File: config.mk
export PLATFORM = sky130hd
export DESIGN_NAME = weight_loader
export DESIGN_NICKNAME = d
export VERILOG_FILES = /design/src/rtl/weight_loader_pkg.sv /design/src/rtl/load_addr_counter.sv /design/src/rtl/weight_loader.sv
export SDC_FILE = /design/constraint.sdc
export NUM_CORES = 1
export LEC_CHECK = 0
export CAP_MARGIN = 20
export CORE_MARGIN = 2
export CORE_UTILIZATION = 43
export DETAILED_ROUTE_END_ITERATION = 10
export GPL_TIMING_DRIVEN = 0
export PLACE_DENSITY_LB_ADDON = 0.2
export SLEW_MARGIN = 20
export SYNTH_ARGS = -nofsm -noshare
export SYNTH_HDL_FRONTEND = slang
export SYNTH_SLANG_ARGS = --single-unit
File: constraint.sdc
create_clock -name clk -period 1.6 [get_ports clk]
set_input_delay 0.16 -clock clk [delete_from_list [all_inputs] [get_ports clk]]
set_output_delay 0.16 -clock clk [all_outputs]
set_load 0.01 [all_outputs]
File: src/rtl/weight_loader_pkg.sv
`default_nettype none
// ============================================================================
// Module  : weight_loader_pkg
// Brief   : Loader state encoding and per-layer weight depths shared with the
//           controller-side top.
// Revision: 1.0 - initial release
// ============================================================================
package weight_loader_pkg;

    typedef enum logic [2:0] {
        ST_IDLE     = 3'd0,
        ST_LOAD     = 3'd1,
        ST_FLUSH    = 3'd2,
        ST_DONE     = 3'd3,
        ST_WAIT_LOW = 3'd4
    } loader_state_t;

    localparam int c_depth_conv1 = 150;    // 6 kernels x 5x5
    localparam int c_depth_conv2 = 2400;   // 16 x 6 x 5x5
    localparam int c_depth_conv3 = 12800;
    localparam int c_depth_fc1   = 10080;  // 120 x 84
    localparam int c_depth_fc2   = 840;    // 84 x 10

    // Address width for a given depth; never narrower than one bit.
    function automatic int addr_width(input int depth);
        return (depth > 1) ? $clog2(depth) : 1;
    endfunction

endpackage
`default_nettype wire

File: src/rtl/load_addr_counter.sv
`default_nettype none
// ============================================================================
// Module  : load_addr_counter
// Brief   : Write-address counter with clear, enable and terminal flag at
//           DEPTH-1.
// Revision: 1.0 - initial release
// ============================================================================
module load_addr_counter
    import weight_loader_pkg::*;
#(
    parameter int DEPTH  = 150,
    parameter int ADDR_W = addr_width(DEPTH)
) (
    input  logic              clk,
    input  logic              reset_n,
    input  logic              i_clear,
    input  logic              i_enable,
    output logic [ADDR_W-1:0] o_count,
    output logic              o_terminal
);

    localparam logic [ADDR_W-1:0] c_last = ADDR_W'(DEPTH - 1);

    logic [ADDR_W-1:0] r_count;

    always_ff @(posedge clk or negedge reset_n) begin
        if (!reset_n) begin
            r_count <= '0;
        end else if (i_clear) begin
            r_count <= '0;
        end else if (i_enable) begin
            r_count <= r_count + ADDR_W'(1);
        end
    end

    assign o_count    = r_count;
    assign o_terminal = (r_count == c_last);

endmodule
`default_nettype wire

File: src/rtl/weight_loader.sv
`default_nettype none
// ============================================================================
// Module  : weight_loader
// Brief   : Start/done responder that streams DEPTH words from a valid/ready
//           source into a weight register file write port.
// Revision: 1.0 - initial release
// ============================================================================
module weight_loader
    import weight_loader_pkg::*;
#(
    parameter int DATA_W = 16,
    parameter int DEPTH  = 150,
    parameter int ADDR_W = addr_width(DEPTH)
) (
    input  logic              clk,
    input  logic              reset_n,
    input  logic              start,
    input  logic              in_valid,
    input  logic [DATA_W-1:0] in_data,
    output logic              in_ready,
    output logic              wr_en,
    output logic [ADDR_W-1:0] wr_addr,
    output logic [DATA_W-1:0] wr_data,
    output logic              busy,
    output logic              done
);

    loader_state_t     r_state;
    loader_state_t     w_next_state;
    logic              w_accept;
    logic              w_terminal;
    logic [ADDR_W-1:0] w_count;
    logic              r_wr_en;
    logic [ADDR_W-1:0] r_wr_addr;
    logic [DATA_W-1:0] r_wr_data;

    assign in_ready = (r_state == ST_LOAD);
    assign w_accept = in_valid && (r_state == ST_LOAD);

    // Enable stops at the terminal word so the count never wraps.
    load_addr_counter #(
        .DEPTH  (DEPTH),
        .ADDR_W (ADDR_W)
    ) u_addr_counter (
        .clk        (clk),
        .reset_n    (reset_n),
        .i_clear    (r_state != ST_LOAD),
        .i_enable   (w_accept && !w_terminal),
        .o_count    (w_count),
        .o_terminal (w_terminal)
    );

    always_ff @(posedge clk or negedge reset_n) begin
        if (!reset_n) begin
            r_state <= ST_IDLE;
        end else begin
            r_state <= w_next_state;
        end
    end

    // A falling start aborts LOAD even on the final accept; that word is still written.
    always_comb begin
        w_next_state = r_state;
        busy         = 1'b0;
        done         = 1'b0;
        case (r_state)
            ST_IDLE: begin
                if (start) w_next_state = ST_LOAD;
            end
            ST_LOAD: begin
                busy = 1'b1;
                if (!start)                     w_next_state = ST_IDLE;
                else if (w_accept && w_terminal) w_next_state = ST_FLUSH;
            end
            ST_FLUSH: begin
                busy         = 1'b1;
                w_next_state = ST_DONE;
            end
            ST_DONE: begin
                done         = 1'b1;
                w_next_state = ST_WAIT_LOW;
            end
            ST_WAIT_LOW: begin
                if (!start) w_next_state = ST_IDLE;
            end
            default: w_next_state = ST_IDLE;
        endcase
    end

    always_ff @(posedge clk or negedge reset_n) begin
        if (!reset_n) begin
            r_wr_en   <= 1'b0;
            r_wr_addr <= '0;
            r_wr_data <= '0;
        end else begin
            r_wr_en <= w_accept;
            if (w_accept) begin
                r_wr_addr <= w_count;
                r_wr_data <= in_data;
            end
        end
    end

    assign wr_en   = r_wr_en;
    assign wr_addr = r_wr_addr;
    assign wr_data = r_wr_data;

endmodule
`default_nettype wire

==> results of run 1 <==
-- worst min-delay path by stage --
| stage | slack (ns) | cells past startpoint | to |
|---|---|---|---|
| finish | 0.28 | 2 | wr_data[5] |
| global route | 0.31 | 2 | wr_addr[1] |
| CTS | 0.28 | 2 | wr_data[5] |
| detailed placement | 0.12 | 1 | wr_data[5] |
| global placement | 0.49 | 2 | wr_addr[1] |
| floorplan | -0.14 | 0 | r_state[0] |
-- layout make-up --
class                   count  share of cell area, %
flip-flops and latches     36                   40.8
multi-input cells          73                   28.2
repair buffers             56                   24.8
well taps                  46                   2.60
clock buffers               5                   1.69
plain buffers               3                   1.24
inverters                   3                  0.621
-- power by group through the flow --
stage	logic, mW	registers (mW)	clock network (mW)
after floorplan	0.116	1.09	0
after global placement	0.395	1.06	0
after detailed placement	0.411	1.06	0
after CTS	0.415	1.04	0.431
after global routing	0.456	1.05	0.483
final	0.421	1.04	0.413
-- routing by layer --
metal	vias to the layer above	track usage, %	share of wire (%)
met1	559	19.1	41
met5	-	0	0
met4	0	6.38	2.0
met3	9	6.69	4.9
met2	28	28.1	52
li1	527	-	-
-- synthesized netlist by cell type, drive strengths merged, types with 3 or more instances --
| cell type | instances |
|---|---|
| dfrtp | 36 |
| mux2 | 23 |
| nand2 | 8 |
| nor2 | 6 |
| xnor2 | 4 |
| a21oi | 3 |
| and3b | 3 |
| buf | 3 |
| inv | 3 |
| nand3 | 3 |
-- critical path, delay by kind of cell, from the launching register on --
family,cells,cell delay (ns)
DFF,1,0.45
and+or+nand+nor,1,0.44
buffers and inverters,2,0.18
-- registers in the layout (all words and copies together), names as in the netlist --
name and count:
wr_data 16, u_addr_counter.o_count 8, wr_addr 8, r_state 3, wr_en 1
-- repair_timing --
action / in CTS / in global routing
hold endpoints to repair: 16 / 0
endpoints found under the setup margin: 3 / 5
pin swaps: 1 / 1
gates resized for setup: 11 / 4
cloned: 0 / 0
setup buffers: 1 / 6
hold buffers: 1 / 0
-- kinds of logic (layout without fill, tap and decap cells) --
family	count (synthesis)	after routing
DFF	36	36
buffers and inverters	7	67
AOI/OAI and AO/OA	9	9
adders and majority gates	2	2
xor gates and xnor gates	5	5
muxes	25	25
and+or+nand+nor	32	32
==> summary.md, run 1 <==
| Metric | Value |
|---|---|
| Min-Delay Path Class | in -> async |
| Final Max Slew Viols | 0 |
| Vias per cell | 5.06 |
| Diodes inserted | 0 |
| Main combinational cell family by area after synthesis | multiplexers |
| Reg-to-reg setup timing slack | 0.09 ns |
| First-pass GRT wire length | 5180 µm |
| Crit path cell chain | or3b_4, inv_4, buf_6 |
| Crit share post-route | 97.3% |
| Internal power consumption | 1.41 mW |
| Primary FF master, synth | dfrtp_1 |
| Critical path endpoint category | primary output |
| Largest stage delay on the critical path | 0.45 ns |
| Clk pwr share | 22.0% |
| Total core area | 3420 µm² |
| TritonRoute pass-1 iters | 3 |
| Worst-Skew Late Latency | 0.34 ns |
| Total track usage | 16.7% |
| Post-layout util | 64.9% |
| Chip width | 64.3 µm |
| Synth unique cells | 32 |
| Clk sinks | 36 |
| Initial antenna violation count | 0 |
| R2R depth | 5 |
| XOR/XNOR share of the synthesized area | 2.80% |
| Hold WS | 0.276 ns |
| CP Max Fanout | 7 |
| Largest net degree at the start of global routing | 21 |
| WS Path Type | reg -> out |
| H-tree depth | 2 |
| Total congestion overflow | 0 |
| Post-Syn Area | 1560 µm² |
| IO Port Bufs | 47 |
| Vias in the first global route | 1136 |
| Ratio of cells with drive above 1 in the final layout | 30.1% |
| Post-synth ARST share | 100% |
| I/O pin count | 48 |
| Compound-gate portion of the synthesized area | 5.20% |
| Detailed-route via count | 1123 |
| Multiplexer area fraction after synthesis | 17.9% |
| Adder-Cell Fraction of Synth Area | 1.60% |
| Setup violators final | 0 |
| Post-synth EDFFs | 0 |
| Rel. slew slack | 71.0% |
| Die ar. | 4130 µm² |
| CP Data Required Time | 1.44 ns |
| Pwr dens | 847 nW/µm² |
| PnR worst setup slack | 0.0428 ns |
| Setup TNS Final | 0 ns |
| Initial core utilization | 45.8% |
| Commonest non-fill, non-tap cell in the layout | clkdlybuf4s50_1 |
| Final Cell Area | 2220 µm² |
| Post-synth net total | 138 |
| Clock buffer count from CTS | 5 |
| Most frequent cells in the layout | clkdlybuf4s50_1, dfrtp_1, mux2_2 |
| Chip height | 64.3 µm |
| DRC | 0 |
| RSZ-0062 raised after global routing | yes |
| # rows | 21 |
| Logic pwr share | 22.4% |
| Register area | 905 µm² |
| Final Hold Violating Endpoints | 0 |
| Reg2reg end | wr_addr[2] |
| Longest Clk Path Bufs | 2 |
| Routed wire length | 3120 µm |
| Final Power | 1.88 mW |
| Dpl cell area | 2110 µm² |
| Number of synthesized register bits | 36 |
| CP Capture Point | in_ready |
| Nets@finish | 200 |
| Max_cap viols | 0 |
| Root buf cell | clkbuf_4 |
| Maximum vdd drop | 605 µV |
| Synth warnings | 0 |
| Startpoint class of the critical path | flip-flop |
| Non-filler cells, final | 222 |
| Synth Area in Simple Gates | 12.4% |
| Layout filler cell count | 278 |
| Top-area cell type share of the netlist area | 57.6% |
| CTS tree | done |
| P_sw | 471 µW |
| Final GP Congestion | 0.807 |
| LEAKAGE | 0.967 nW |
| RR Startpoint | r_state[2] |
| Switch share | 25.1% |
| Post-DR wirelength/cell | 14.1 µm |
| Post-synthesis cell count | 116 |
| Worst setup startpoint | r_state[1] |
| Hpwl dp | 2310 µm |
| Seq/Total Area, Yosys | 57.6% |
| Number of DRC markers in iteration 0 | 37 |
| Worst-Margin Slew | 0.436 ns |
| Share of power burned in registers | 55.6% |
| Number of cells after detailed placement | 210 |
| Outcome | finished clean |
| Mapped Avg Cell Area | 13.5 µm² |
| Max Clock Skew | 0.0121 ns |
| Clock Pin Slew Worst Setup and Hold Paths | 0.10 ns |
| Top cell type by total area after synthesis | dfrtp_1 |
| Worst Path Arrival | 1.40 ns |
| Final ANT Viol Nets | 0 |
| Area grow syn2layout | 41.9% |
| Fmax | 0.642 GHz |
| Synth top area cells | dfrtp_1, mux2_2, xnor2_1 |
| Min Tclk post-route | 1.56 ns |
| Area of the multi-input gates | 626 µm² |
| Post-Place Setup Slack | -0.217 ns |
| Slowest cell on the critical path | dfrtp_2 |
Note: power is estimated with default switching activity, not from simulation.
==> run 2, diff against run 1 <==
--- a/config.mk
+++ b/config.mk
@@ -5,7 +5,9 @@
 export SDC_FILE = /design/constraint.sdc
 export NUM_CORES = 1
 export LEC_CHECK = 0
+export ABC_AREA = 1
 export CAP_MARGIN = 20
+export CORE_ASPECT_RATIO = 0.9
 export CORE_MARGIN = 2
 export CORE_UTILIZATION = 43
 export DETAILED_ROUTE_END_ITERATION = 10
==> run 2 against run 1 <==
  * Setup slack improved by 0.086 ns
  * Fmax increased by 5.9%
  * Register-to-register slack improved by 0.10 ns
  * Sequential share of layout area decreased by 2.4 points
  * Critical path type unchanged
  * Largest power group is now combinational logic
  * Highest routed layer unchanged
==> summary.md, run 2 <==
| Metric | Value |
|---|---|
| Commonest non-fill, non-tap cell in the layout | nand2_1 |
| Area grow syn2layout | 44.2% |
| Crit share post-route | 91.9% (-5.4 points) |
| Most frequent cells in the layout | nand2_1, clkdlybuf4s50_1, dfrtp_1 |
| CP Data Required Time | 1.44 ns (about the same) |
| Post-DR wirelength/cell | 11.4 µm (-19%) |
| Longest Clk Path Bufs | 2 (unchanged) |
| Hold WS | 0.355 ns (+0.0796 ns) |
| Clk sinks | 36 (unchanged) |
| Vias in the first global route | 1330 (+17%) |
| Startpoint class of the critical path | flip-flop |
| LEAKAGE | 1.17 nW (+21%) |
| Post-Place Setup Slack | 0.105 ns (+0.322 ns) |
| Total track usage | 18.4% (+1.7 points) |
| Worst-Skew Late Latency | 0.28 ns (-0.06 ns) |
| Chip height | 62.3 µm (-3.0%) |
| Setup TNS Final | 0 ns (unchanged) |
| Worst Path Arrival | 1.31 ns (-0.09 ns) |
| Slowest cell on the critical path | dfrtp_1 |
| Initial antenna violation count | 0 (unchanged) |
| CP Max Fanout | 5 (-2) |
| Largest stage delay on the critical path | 0.41 ns (-0.04 ns) |
| Clock Pin Slew Worst Setup and Hold Paths | 0.07 ns (-0.03 ns) |
| CTS tree | done |
| Detailed-route via count | 1423 (+27%) |
| # rows | 21 (unchanged) |
| Synth top area cells | dfrtp_1, nand2_1, o21ai_1 |
| Vias per cell | 4.68 (-7.5%) |
| Count leader, synth | nand2_1 |
| I/O pin count | 48 (unchanged) |
| RSZ-0062 raised after global routing | no |
| First-pass GRT wire length | 6040 µm (+17%) |
| Setup violators final | 0 (unchanged) |
| Number of cells after detailed placement | 291 (+39%) |
| Die ar. | 4290 µm² (+3.8%) |
| Root buf cell | clkbuf_8 |
| Max_cap viols | 0 (unchanged) |
| Worst-Margin Slew | 0.450 ns (+0.0140 ns) |
| IO Port Bufs | 47 (unchanged) |
| Post-synth net total | 219 (+59%) |
| Seq/Total Area, Yosys | 55.4% (-2.2 points) |
| Fmax | 0.680 GHz (+5.9%) |
| Total core area | 3680 µm² (+7.7%) |
| Crit path cell chain | inv_2, nand3_4, inv_2, dlygate4sd2_1 |
| Routed wire length | 3460 µm (+11%) |
| Final GP Congestion | 0.836 (+3.5%) |
| Max reg flops | 16 (unchanged) |
| Rel. slew slack | 70.0% (-0.93 points) |
| Final Power | 3.72 mW (+98%) |
| Nets@finish | 279 (+40%) |
| Initial core utilization | 44.2% (-1.6 points) |
| Post-synth ARST share | 100% (unchanged) |
| Maximum vdd drop | 849 µV (+41%) |
| Hpwl dp | 2570 µm (+11%) |
| Outcome | finished clean |
| Mapped Avg Cell Area | 8.25 µm² (-39%) |
| Number of synthesized register bits | 36 (unchanged) |
| Post-Syn Area | 1630 µm² (+4.0%) |
| DRC | 0 (unchanged) |
| Post-synthesis cell count | 197 (+70%) |
| Pwr dens | 1590 nW/µm² (+88%) |
| Top cell type by total area after synthesis | dfrtp_1 |
| Final Max Slew Viols | 0 (unchanged) |
| WS Path Type | reg -> out |
| Clock buffer count from CTS | 5 (unchanged) |
| Ratio of cells with drive above 1 in the final layout | 13.2% (-17 points) |
| Chip width | 68.8 µm (+7.0%) |
| Non-filler cells, final | 304 (+37%) |
| H-tree depth | 2 (unchanged) |
| Min Tclk post-route | 1.47 ns (-0.0862 ns) |
| Final Hold Violating Endpoints | 0 (unchanged) |
| Total congestion overflow | 0 (unchanged) |
| Largest net degree at the start of global routing | 20 (-4.8%) |
| Most frequent CP cell | inv_2 |
| Top-area cell type share of the netlist area | 55.4% (-2.2 points) |
| Synth warnings | 0 (unchanged) |
| Number of DRC markers in iteration 0 | 120 (+220%) |
| Min-Delay Path Class | in -> async |
| Post-synth top cells | nand2_1, dfrtp_1, nor2_1 |
| PnR worst setup slack | 0.129 ns (+0.0862 ns) |
| Max Clock Skew | 0.00327 ns (-0.00883 ns) |
| Synth unique cells | 22 (-31%) |
| Primary FF master, synth | dfrtp_1 |
| Post-synth EDFFs | 0 (unchanged) |
| Critical path endpoint category | primary output |
| Diodes inserted | 0 (unchanged) |
| TritonRoute pass-1 iters | 4 (+1) |
| Final ANT Viol Nets | 0 (unchanged) |
[run 2: cell count changes after synthesis, sizes merged, moves of 6 or more]
cell and change:
mux2 -23, o21ai +9, nand2 +85, inv +13, nand3 +6, nor2 +8
[run 2: cells by family after synthesis]
family                   Yosys count  share of synthesized area (%)
AO/OA/AOI/OAI                     14                           4.77
XOR/XNOR                           3                           1.62
adder cells (fa/ha/maj)            2                           1.54
buffers and inverters             21                           5.39
flip-flops                        36                           55.4
AND/OR/NAND/NOR                  121                           31.3
[run 2: layout make-up]
| class | count | area [µm²] |
|---|---|---|
| inverters | 16 | 60.1 |
| plain buffers | 5 | 27.5 |
| well taps | 46 | 57.6 |
| fillers | 335 | 1340 |
| flip-flops and latches | 36 | 901 |
| multi-input cells | 140 | 642 |
| clock inverters | 1 | 30.0 |
| repair buffers | 53 | 529 |
| clock buffers | 7 | 96.3 |
[run 2: layer usage]
layer	wire length [µm]	up-vias	GRT usage, %
met1	1670	650	25.9
met2	1550	36	28.1
met4	48	0	5.15
met5	0	-	0
met3	193	7	4.71
li1	-	730	-
[run 2: what timing repair did]
action / CTS / global route
setup buffers: 4 / 0
hold buffers: 1 / 0
endpoints found under the setup margin: 3 / 0
gates resized for setup: 5 / 0
endpoints found under the hold margin: 17 / 0
[run 2: final timing paths]
path	cells past startpoint	endpoint	from	slack, ns
worst min register to register	2	wr_data[3]	wr_data[3]	0.48
max in group asynchronous	3	wr_data[13]	reset_n	0.81
worst min-delay path	2	r_state[2]	reset_n	0.36
worst max register to register	10	u_addr_counter.o_count[6]	u_addr_counter.o_count[1]	0.19
min in group clk	3	wr_data[6]	in_data[6]	0.41
worst max-delay path	4	in_ready	r_state[2]	0.13
[run 2: report_power, final]
part / total [mW] / internal [mW] / leakage (nW) / switching [mW]
registers: 1.34 / 1.18 / 0.473 / 0.161
clock network: 0.852 / 0.550 / 0.0645 / 0.303
logic: 1.53 / 0.749 / 0.633 / 0.782
[run 2: stage by stage]
| step | instance area, µm² | utilization (%) |
|---|---|---|
| final | 2340 | 63.7 |
| after global routing | 2340 | 63.7 |
| after CTS | 2340 | 63.7 |
| after detailed placement | 2180 | 59.1 |
| after global placement | 2150 | 58.5 |
| after floorplan | 1630 | - |
[run 2: worst max-delay path: cells and delay by family (launching register included)]
family                 cells  cell delay [ns]
buffers and inverters      3             0.50
flip-flops                 1             0.41
AND/OR/NAND/NOR            1             0.12
